--- src/rtl/shunt_bus_arbiter.sv ---
// Round-robin arbiter sharing one DW-bit bus between the odd and even shunt producers.
// Registered one-hot grant drives a mux; each owner is limited to BURST_MAX words under contention.
module shunt_bus_arbiter #(
    parameter int unsigned DW        = 4,
    parameter int unsigned BURST_MAX = 4
) (
    input  logic          clk,
    input  logic          rst,
    input  logic          req_odd,
    input  logic [DW-1:0] data_odd,
    input  logic          req_even,
    input  logic [DW-1:0] data_even,
    input  logic          bus_ready,
    output logic          gnt_odd,
    output logic          gnt_even,
    output logic          bus_valid,
    output logic [DW-1:0] bus_data,
    output logic          owner
);

    typedef enum logic [1:0] {StIdle, StGOdd, StGEven} state_e;

    localparam logic [3:0] CntLast = 4'(BURST_MAX - 1);

    state_e     state_q;
    logic [3:0] burst_cnt_q;
    logic       gnt_odd_q;
    logic       gnt_even_q;
    logic       owner_q;
    logic       xfer;

    assign gnt_odd   = gnt_odd_q;
    assign gnt_even  = gnt_even_q;
    assign owner     = owner_q;
    assign bus_valid = (gnt_odd_q & req_odd) | (gnt_even_q & req_even);
    assign xfer      = bus_valid & bus_ready;

    always_comb begin
        bus_data = '0;
        if (gnt_odd_q) begin
            bus_data = data_odd;
        end else if (gnt_even_q) begin
            bus_data = data_even;
        end
    end

    always_ff @(posedge clk or posedge rst) begin
        if (rst) begin
            state_q     <= StIdle;
            gnt_odd_q   <= 1'b0;
            gnt_even_q  <= 1'b0;
            owner_q     <= 1'b1;
            burst_cnt_q <= 4'd0;
        end else begin
            case (state_q)
                StIdle: begin
                    // On a tie the side that did not own the bus last wins.
                    if (req_odd && (!req_even || owner_q)) begin
                        state_q     <= StGOdd;
                        gnt_odd_q   <= 1'b1;
                        gnt_even_q  <= 1'b0;
                        owner_q     <= 1'b0;
                        burst_cnt_q <= 4'd0;
                    end else if (req_even) begin
                        state_q     <= StGEven;
                        gnt_odd_q   <= 1'b0;
                        gnt_even_q  <= 1'b1;
                        owner_q     <= 1'b1;
                        burst_cnt_q <= 4'd0;
                    end
                end
                StGOdd: begin
                    if (!req_odd || (xfer && burst_cnt_q == CntLast && req_even)) begin
                        burst_cnt_q <= 4'd0;
                        if (req_even) begin
                            state_q    <= StGEven;
                            gnt_odd_q  <= 1'b0;
                            gnt_even_q <= 1'b1;
                            owner_q    <= 1'b1;
                        end else begin
                            state_q    <= StIdle;
                            gnt_odd_q  <= 1'b0;
                            gnt_even_q <= 1'b0;
                        end
                    end else if (xfer && burst_cnt_q != CntLast) begin
                        burst_cnt_q <= burst_cnt_q + 4'd1;
                    end
                end
                StGEven: begin
                    if (!req_even || (xfer && burst_cnt_q == CntLast && req_odd)) begin
                        burst_cnt_q <= 4'd0;
                        if (req_odd) begin
                            state_q    <= StGOdd;
                            gnt_odd_q  <= 1'b1;
                            gnt_even_q <= 1'b0;
                            owner_q    <= 1'b0;
                        end else begin
                            state_q    <= StIdle;
                            gnt_odd_q  <= 1'b0;
                            gnt_even_q <= 1'b0;
                        end
                    end else if (xfer && burst_cnt_q != CntLast) begin
                        burst_cnt_q <= burst_cnt_q + 4'd1;
                    end
                end
                default: begin
                    state_q     <= StIdle;
                    gnt_odd_q   <= 1'b0;
                    gnt_even_q  <= 1'b0;
                    burst_cnt_q <= 4'd0;
                end
            endcase
        end
    end

endmodule

--- config.mk ---
export PLATFORM = sky130hd
export DESIGN_NAME = shunt_bus_arbiter
export DESIGN_NICKNAME = d
export VERILOG_FILES = /design/src/rtl/shunt_bus_arbiter.sv
export SDC_FILE = /design/constraint.sdc
export NUM_CORES = 1
export LEC_CHECK = 0
export CORE_UTILIZATION = 29
export CTS_BUF_LIST = sky130_fd_sc_hd__clkbuf_8
export DETAILED_ROUTE_END_ITERATION = 6
export REMOVE_ABC_BUFFERS = 1
export SYNTH_ARGS = -nofsm -noshare
export SYNTH_HDL_FRONTEND = slang
export SYNTH_SLANG_ARGS = --single-unit
--- constraint.sdc ---
create_clock -name clk -period 5.14 [get_ports clk]
set_input_delay 1.028 -clock clk [delete_from_list [all_inputs] [get_ports clk]]
set_output_delay 1.028 -clock clk [all_outputs]
set_load 0.02 [all_outputs]
### Word-level counts from Yosys, hierarchy flattened

Index checks and enable logic that the tools add are counted.

* add/sub/neg operators: 1
* equal/unequal tests: 8
* multiplexer cells: 33
* bitwise logic cells: 4
* reductions and logical operators: 14

Operator list (count)
* $mux 4: 7
* $mux 1: 16
* $pmux 4 s3: 1
* $mux 2: 5
* $pmux 1 s3: 3
* $ne 2x2->1 const B: 3
* $pmux 2 s3: 1
* $logic_and 1x1->1: 5
* $add 4x1->4 const B: 1
* $eq 4x2->1 const B: 1
* $ne 4x2->1 const B: 1
* $reduce_and 4->1: 1
* $and 1x1->1: 3
* $logic_or 1x1->1: 3
* $ne 3x3->1 const B: 1
* $reduce_and 3->1: 1
* $reduce_bool 3->1: 1
* $eq 2x1->1 const B: 1
* $eq 2x2->1 const B: 1
* $logic_not 1->1: 2
* $logic_not 2->1: 1
* $or 1x1->1: 1

* register bits after elaboration: 9
* input port bits: 13
* output and inout bits: 8
* word-level logic and storage cells: 65

### Longest topological paths before layout

Gate-level depths: netlist (run 1).

* depth in word-level cells: 8
* mapped depth: 6
* mapped depth without buffers: 6

### Worst setup path after synthesis (run 1)

No wires, ideal clock.

* kind: input to output
* start: input req_odd
* end: output bus_valid
* data arrival time: 1.444 ns
* data required time: 4.112 ns
* path slack: 2.668 ns
* stages: 2
* path buffers: 1
* cell sequence: buf_6 -> a22o_2

* longest elaborated chain between the ends: 2

RTL lines
* from (decl): line 9 `input logic req_odd,`
* $and 1x1->1: line 35 `assign bus_valid = (gnt_odd_q & req_odd) | (gnt_even_q & req_even);`
* $or 1x1->1: line 35
* to (decl): line 16 `output logic bus_valid,`

No other way between the ends.

### Worst setup path in the final report (run 1)

Same ends and word-level chain as after synthesis.

==> results of run 1 <==
[logic make-up (layout without fill, tap and decap cells)]
| family | Yosys count | count (layout) | share of synthesized area |
|---|---|---|---|
| AO/OA/AOI/OAI | 22 | 22 | 0.2373 |
| XOR/XNOR | 2 | 2 | 0.02537 |
| adder cells (fa/ha/maj) | 5 | 5 | 0.09058 |
| buffers and inverters | 7 | 30 | 0.04891 |
| flip-flops | 9 | 9 | 0.3279 |
| multiplexers | 4 | 4 | 0.07247 |
| AND/OR/NAND/NOR | 23 | 23 | 0.1975 |
[sequential cells by signal, indices dropped and copies added, names as in the netlist]
| signal | cells |
|---|---|
| gnt_odd | 1 |
| burst_cnt_q | 4 |
| gnt_even | 1 |
| state_q | 2 |
| owner | 1 |
[cell type report]
class | instances | area (µm²) | area share
Clock buffer | 3 | 41.29 | 0.04302
Clock inverter | 1 | 3.754 | 0.003911
Inverter | 6 | 22.52 | 0.02347
Multi-Input combinational cell | 56 | 430.4 | 0.4485
Sequential cell | 9 | 226.5 | 0.2360
Tap cell | 28 | 35.03 | 0.03651
Timing Repair Buffer | 20 | 200.2 | 0.2086
[cell usage in the layout, fill, tap and decap left out, drive strengths merged]
master / synthesis / final
clkdlybuf4s50: 0 / 20
dfrtp: 8 / 8
inv: 6 / 7
nor2: 6 / 6
nand2: 5 / 5
o21ai: 5 / 5
ha: 5 / 5
a22o: 5 / 5
a21oi: 4 / 4
nor2b: 4 / 4
clkbuf: 0 / 3
mux2i: 2 / 2
nand3: 2 / 2
mux2: 2 / 2
xor2: 2 / 2
and4bb: 1 / 1
a22oi: 1 / 1
a41oi: 1 / 1
nor3b: 1 / 1
o311ai: 1 / 1
and4: 1 / 1
and2b: 1 / 1
o21a: 1 / 1
a211oi: 1 / 1
a21o: 1 / 1
nand3b: 1 / 1
a221oi: 1 / 1
o22a: 1 / 1
and3: 1 / 1
dfstp: 1 / 1
[per-stage QoR]
step | total power, mW | hold WS, ns | instance area, µm² | util
6_report | 0.4794 | 0.5276 | 959.7 | 0.4297
5_1_grt | 0.5156 | 0.5699 | 959.7 | 0.4297
2_1_floorplan | 0.3027 | 0.5075 | 679.4 | -
4_1_cts | 0.4817 | 0.5297 | 959.7 | 0.4297
3_3_place_gp | 0.3912 | 0.5193 | 914.6 | 0.4095
3_5_place_dp | 0.3951 | 0.5227 | 914.6 | 0.4095
[layer usage]
metal / global-route usage / routed length [µm] / up-vias
met3: 0.04848 / 109 / 5
li1: - / - / 311
met5: 0 / 0 / -
met4: 0.08333 / 34 / 0
met2: 0.2244 / 706 / 21
met1: 0.1624 / 689 / 278
[power by group]
part	switching, mW	leakage (nW)	total (mW)	internal, mW
logic	0.138	0.290	0.279	0.141
clock network	0.0337	0.0269	0.0862	0.0525
registers	0.0213	0.117	0.114	0.0931
total	0.192	0.434	0.479	0.287
[worst paths after layout]
kind	startpoint	end	depth (start not counted)
hold / removal	owner$_DFFE_PP1P_	owner$_DFFE_PP1P_	2
min in group asynchronous	rst	state_q[1]$_DFFE_PP0P_	2
setup reg to reg	state_q[0]$_DFFE_PP0P_	state_q[1]$_DFFE_PP0P_	6
max in group asynchronous	rst	owner$_DFFE_PP1P_	2
setup / recovery	req_odd	bus_valid	3
hold reg to reg	owner$_DFFE_PP1P_	owner$_DFFE_PP1P_	2
[worst max-delay path, delay by kind of cell]
family | cells | cell delay, ns
buffers and inverters | 2 | 1.25
AOI/OAI and AO/OA | 1 | 0.27
==> out/results.ini, run 1 <==
[cts]
cts_sinks = 9
clk_pin_slew_ns = 0.05
cts_setup_buffers = 0
cts_tree = built
cts_resized = 0
clk_path_buf_depth = 2
htreeDepth = 1
cts_root_buffer = clkbuf_8
cts_buffers = 3
clkLatencyLatePin_ns = 0.24
cts_hold_buf = 0

[finish]
n_antenna_cell = 0
instances_no_fill = 123
nets = 114
syn_to_final_growth_pct = 38.95
fillers = 230
drive_gt1_frac = 0.1158

[min_path]
hp-class = reg2reg

[worst_setup_path]
cp.required_ns = 4.11
worstPathCellList = clkdlybuf4s50_1, a22o_2, clkdlybuf4s50_1
critPathSlowestCell = clkdlybuf4s50_1
arrival_ns = 2.55
worstSetupEndpointType = primary output
critical_path_class = in2out
reg2reg_slack_ns = 3.37
max_stage_delay_ns = 0.63
startpoint_type = input port
cpMostUsedCell = clkdlybuf4s50_1
cp_max_fo = 9

[synthesis]
ys_async_sr_fraction = 1.000
yosys.area.top_type = dfrtp_1
syn_inst = 72
synth_area_um2 = 690.7
yosysUniqueCellTypes = 31
yosys.area.top_type_share = 0.2899
synth_common_cells = dfrtp_1, inv_1
ys_warn_count = 0
synth_area_leaders = dfrtp_1, ha_1, a22o_1, mux2_4, dfstp_2
synth_edf_count = 0
ys_seq_area_frac = 0.3279
avgSynthCellArea_um2 = 9.593
synth_flop_cell = dfrtp_1
synth_seq_cells = 9
synth.most_common_cell = dfrtp_1

[sta]
period_needed_ns = 3.579
tightest_slew_ns = 0.4712
worst_clock_skew_ns = 0.0002098
relSlewSlack = 0.6809
fin_setup_tns_ns = 0
timing.fmax_ghz = 0.2794
setup_slack_ns = 1.561
slew_violations = 0
timing.final.hold_violations = 0
rsz0062_at_grt = false
timing.final.crit_share = 0.6962
setup_viol = 0

[floorplan]
start_util = 0.3092
die_h_um = 50.80
io_pins = 21
die_area_um2 = 2581
rows = 17
die_w_um = 50.80
core_area_um2 = 2233

[power_and_ir_drop]
p_per_area_nw_per_um2 = 499.6
max-vdd-ir-drop_v = 0.0002061
cellLeakagePower_nw = 0.4340

[route]
postRouteAntennaNets = 0
drc_errors = 0
wl_um = 1539
wl_per_cell_um = 12.51
viasPerCell = 5.000
detailedRoute.firstIterationViolations = 6
vias = 615
dr.pass1.iters = 4

[placement]
post-place-cells = 119
dp_hpwl_um = 1203
io_buffers = 20
gp_congestion = 0.7340
pre_cts_ws_ns = 1.563

[flow_run]
maxCapViolations = 0

[grt]
antenna_found_initial = 0
gr-total-overflow = 0
grt_pass1_vias = 588
grtUsageTotal = 0.1411
grt_max_degree = 10
grt_pass1_wl_um = 2615

[outcome]
outcome = finished clean

(Power assumes the default switching activity.)
==> inputs of run 2 (changes only) <==
- clock period: 5.14 -> 2.9 ns (I/O delays scaled with it)
==> out/results.ini, run 2 (synthesis results as in run 1) <==
[cts]
clkLatencyLatePin_ns = 0.24
cts_setup_buffers = 0
htreeDepth = 1
cts_resized = 0
cts_buffers = 3
cts_tree = built
cts_root_buffer = clkbuf_8
clk_path_buf_depth = 2
cts_hold_buf = 0
clk_pin_slew_ns = 0.05
cts_sinks = 9

[power_and_ir_drop]
seqPwrFrac = 0.240
max-vdd-ir-drop_v = 0.0005393
power_switching_uw = 343.0
intPower_uw = 510.5
cellLeakagePower_nw = 0.4374
p_clk_frac = 0.173
p_per_area_nw_per_um2 = 881.3
p_comb_frac = 0.587
netSwitchingFraction = 0.4019

[route]
detailedRoute.firstIterationViolations = 12
drc_errors = 0
postRouteAntennaNets = 0
wl_um = 1600
dr.pass1.iters = 4
wl_per_cell_um = 12.90
vias = 621
viasPerCell = 5.008

[placement]
io_buffers = 20
gp_congestion = 0.8087
dp_hpwl_um = 1271

[floorplan]
rows = 17
core_area_um2 = 2233
die_h_um = 50.80
die_area_um2 = 2581
start_util = 0.3092
die_w_um = 50.80
io_pins = 21

[grt]
grt_pass1_wl_um = 2684
grt_max_degree = 10
grtUsageTotal = 0.1409
gr-total-overflow = 0
grt_pass1_vias = 610
antenna_found_initial = 0

[finish]
layout_common_cells = clkdlybuf4s50_1, dfrtp_1, inv_1
top_register = burst_cnt_q
utilization = 0.4336
drive_gt1_frac = 0.1354
nets = 115
syn_to_final_growth_pct = 40.22
reg_top3 = burst_cnt_q: 4 flops, state_q: 2 flops
fillers = 225
largest_reg_flops = 4
n_antenna_cell = 0
final_common_cell = clkdlybuf4s50_1

[worst_setup_path]
reg2reg_slack_ns = 1.10
crit_start = req_even
arrival_ns = 2.01
worst_r2r_endpoint = gnt_even$_DFFE_PP0P_
timing.rr.start = state_q[0]$_DFFE_PP0P_
endpoint = bus_valid
startpoint_type = input port
critPathSlowestCell = clkdlybuf4s50_1
cp_max_fo = 7
cp.required_ns = 2.32
worstSetupEndpointType = primary output
worstPathCellList = clkdlybuf4s50_1, a22o_2, clkdlybuf4s50_1
max_stage_delay_ns = 0.62
ff2ff_path_depth = 6
critical_path_class = in2out
cpMostUsedCell = clkdlybuf4s50_1

[outcome]
outcome = finished clean

[sta]
setup_viol = 0
rsz0062_at_grt = false
slew_violations = 0
period_needed_ns = 2.591
timing.fmax_ghz = 0.3859
tightest_slew_ns = 0.4911
relSlewSlack = 0.6674
timing.final.hold_violations = 0
timing.final.crit_share = 0.8936
fin_setup_tns_ns = 0
worst_clock_skew_ns = 0.003971

[flow_run]
maxCapViolations = 0

[min_path]
hp-class = reg2reg

-- run 2: cell types whose count changed in the layout (fill, tap and decap cells not counted) --
cell / delta
clkinv_2: +1
inv_1: -1
buf_4: +1
-- run 2: per-layer routing --
layer  vias to the layer above  track usage  part of all wire
li1                        311            -                 -
met1                       288       0.1468              0.41
met2                        20       0.2533              0.50
met3                         2      0.06061             0.082
met4                         0      0.04167            0.0056
met5                         -            0                 0
-- run 2: layout make-up --
cell class                 instances  area, µm²  area share
multi-input combinational         56      430.4      0.4444
sequential                         9      226.5      0.2338
timing repair buffer              21      207.7      0.2145
clock buffer                       3      41.29     0.04264
tap                               28      35.03     0.03618
inverter                           6      22.52     0.02326
clock inverter                     1      5.005    0.005168
-- run 2: how the worst min path moves through the flow --
| stage | start | end | slack, ns | cells past startpoint |
|---|---|---|---|---|
| floorplan | rst | burst_cnt_q[0]$_DFFE_PP0P_ | 0.41 | 1 |
| global placement | owner$_DFFE_PP1P_ | owner$_DFFE_PP1P_ | 0.52 | 2 |
| detailed placement | owner$_DFFE_PP1P_ | owner$_DFFE_PP1P_ | 0.54 | 2 |
| CTS | state_q[0]$_DFFE_PP0P_ | state_q[0]$_DFFE_PP0P_ | 0.56 | 1 |
| global route | state_q[0]$_DFFE_PP0P_ | state_q[0]$_DFFE_PP0P_ | 0.57 | 1 |
| finish | state_q[0]$_DFFE_PP0P_ | state_q[0]$_DFFE_PP0P_ | 0.55 | 1 |
-- run 2: per-stage QoR --
stage | cell area [µm²] | hold WS [ns] | std cells | power, mW | setup slack (ns)
detailed placement | 922.1 | 0.5378 | 120 | 0.7080 | 0.3074
global placement | 922.1 | 0.5197 | 120 | 0.6982 | 0.3233
CTS | 968.4 | 0.5583 | 124 | 0.8635 | 0.3041
global route | 968.4 | 0.5739 | 124 | 0.9203 | 0.2554
floorplan | 679.4 | 0.4072 | 71 | 0.5365 | 1.238
finish | 968.4 | 0.5517 | 124 | 0.8535 | 0.3085
-- run 2: critical path, delay by kind of cell --
kind / cells / cell delay [ns]
buffers and inverters: 2 / 1.20
AOI/OAI and AO/OA: 1 / 0.24
-- run 2: power groups by stage --
| stage | clock network (mW) | registers [mW] | logic [mW] |
|---|---|---|---|
| 3_3_place_gp | 0 | 0.204 | 0.494 |
| 4_1_cts | 0.153 | 0.204 | 0.506 |
| 6_report | 0.148 | 0.205 | 0.501 |
| 2_1_floorplan | 0 | 0.218 | 0.319 |
| 5_1_grt | 0.161 | 0.210 | 0.550 |
| 3_5_place_dp | 0 | 0.206 | 0.502 |
==> inputs of run 3 (changes only) <==
- CTS_CLUSTER_DIAMETER: default -> 120
- PLACE_DENSITY: default -> 0.53
==> out/results.ini, run 3 (synthesis results as in run 1) <==
[sta]
fin_setup_tns_ns = 0
setup_viol = 0
hold_ws_ns = 0.5496
setup_slack_ns = 0.2896
timing.fmax_ghz = 0.3831
period_needed_ns = 2.610
relSlewSlack = 0.6645
timing.final.crit_share = 0.9001
rsz0062_at_grt = false
slew_violations = 0
worst_clock_skew_ns = 0.002796
tightest_slew_ns = 0.4954
timing.final.hold_violations = 0

[min_path]
min_to = owner$_DFFE_PP1P_
hp-class = reg2reg
min_path_cells = 2
hold_start = owner$_DFFE_PP1P_

[worst_setup_path]
timing.rr.start = state_q[0]$_DFFE_PP0P_
reg2reg_slack_ns = 1.12
worst_r2r_endpoint = state_q[1]$_DFFE_PP0P_
cpMostUsedCell = clkdlybuf4s50_1
critPathSlowestCell = clkdlybuf4s50_1
worstPathCellList = clkdlybuf4s50_1, a22o_2, clkdlybuf4s50_1
cp_max_fo = 7
startpoint_type = input port
max_stage_delay_ns = 0.62
arrival_ns = 2.03
cp.required_ns = 2.32
worstSetupEndpointType = primary output
critPathBufInv = 2
crit_family = buffers and inverters
ff2ff_path_depth = 6
critical_path_class = in2out

[finish]
nets = 115
top_register = burst_cnt_q
largest_reg_flops = 4
drive_gt1_frac = 0.1250
layout_common_cells = clkdlybuf4s50_1, dfrtp_1, inv_1
syn_to_final_growth_pct = 40.04
reg_top3 = burst_cnt_q: 4 flops, state_q: 2 flops
fillers = 233
final_common_cell = clkdlybuf4s50_1
n_antenna_cell = 0
instances_no_fill = 124

[grt]
grt_max_degree = 10
grt_pass1_wl_um = 2484
antenna_found_initial = 0
grtUsageTotal = 0.1315
gr-total-overflow = 0
grt_pass1_vias = 571

[cts]
cts_hold_buf = 0
cts_tree = built
cts_root_buffer = clkbuf_8
clk_path_buf_depth = 2
clk_pin_slew_ns = 0.05
cts_buffers = 3
cts_setup_buffers = 0
cts_resized = 0
htreeDepth = 1
cts_sinks = 9
clkLatencyLatePin_ns = 0.24

[power_and_ir_drop]
p_per_area_nw_per_um2 = 876.3
cellLeakagePower_nw = 0.4388
max-vdd-ir-drop_v = 0.0004211

[route]
dr.pass1.iters = 4
viasPerCell = 4.879
wl_per_cell_um = 12.78
wl_um = 1585
detailedRoute.firstIterationViolations = 10
vias = 605
drc_errors = 0
postRouteAntennaNets = 0

[floorplan]
die_h_um = 50.80
die_w_um = 50.80
core_area_um2 = 2233
io_pins = 21
rows = 17
start_util = 0.3092
die_area_um2 = 2581

[outcome]
outcome = finished clean

[placement]
pre_cts_ws_ns = 0.2875
post-place-cells = 120
dp_hpwl_um = 1212
gp_congestion = 0.7716
io_buffers = 20

[flow_run]
maxCapViolations = 0

-- run 3: cell count changes in the layout (fill, tap and decap cells not counted), sizes merged --
cell / previous run / this run
inv: 6 / 7
clkinv: 1 / 0
-- run 3: where the power goes --
part	internal, mW	switching, mW	total, mW
clock	0.0930	0.0587	0.152
sequential	0.165	0.0356	0.201
combinational	0.251	0.244	0.495
total	0.509	0.338	0.848
-- run 3: routing by layer --
layer,vias up,GRT usage,routed length (µm)
met2,23,0.2022,679
met3,3,0.03333,94
met4,0,0.06944,24
met1,269,0.1673,786
li1,310,-,-
met5,-,0,0
-- run 3: metrics by stage --
step | util | power (mW) | area (µm²)
6_report | 0.4331 | 0.8475 | 967.2
5_1_grt | 0.4331 | 0.8981 | 967.2
4_1_cts | 0.4331 | 0.8537 | 967.2
3_5_place_dp | 0.4129 | 0.6975 | 922.1
3_3_place_gp | 0.4129 | 0.7007 | 922.1
2_1_floorplan | - | 0.5365 | 679.4
-- run 3: worst max path at each step --
stage	startpoint	to	slack, ns	cells after the start
global route	req_even	bus_valid	0.20	3
finish	req_even	bus_valid	0.29	3
floorplan	req_odd	gnt_even$_DFFE_PP0P_	1.24	4
detailed placement	req_even	bus_valid	0.29	3
CTS	req_even	bus_valid	0.29	3
global placement	req_even	bus_valid	0.32	3
-- run 3: layout make-up --
cell class / instances / area, µm² / share of cell area
multi-input combinational: 56 / 430.4 / 0.4450
sequential: 9 / 226.5 / 0.2342
clock inverter: 1 / 3.754 / 0.003881
inverter: 6 / 22.52 / 0.02329
timing repair buffer: 21 / 207.7 / 0.2147
tap: 28 / 35.03 / 0.03622
clock buffer: 3 / 41.29 / 0.04269
-- run 3: worst min-delay path, cell delays in order, from the launching register on --
cell and delay, ns:
dfstp_2 0.38, o21ai_0 0.06, o21ai_0 0.10
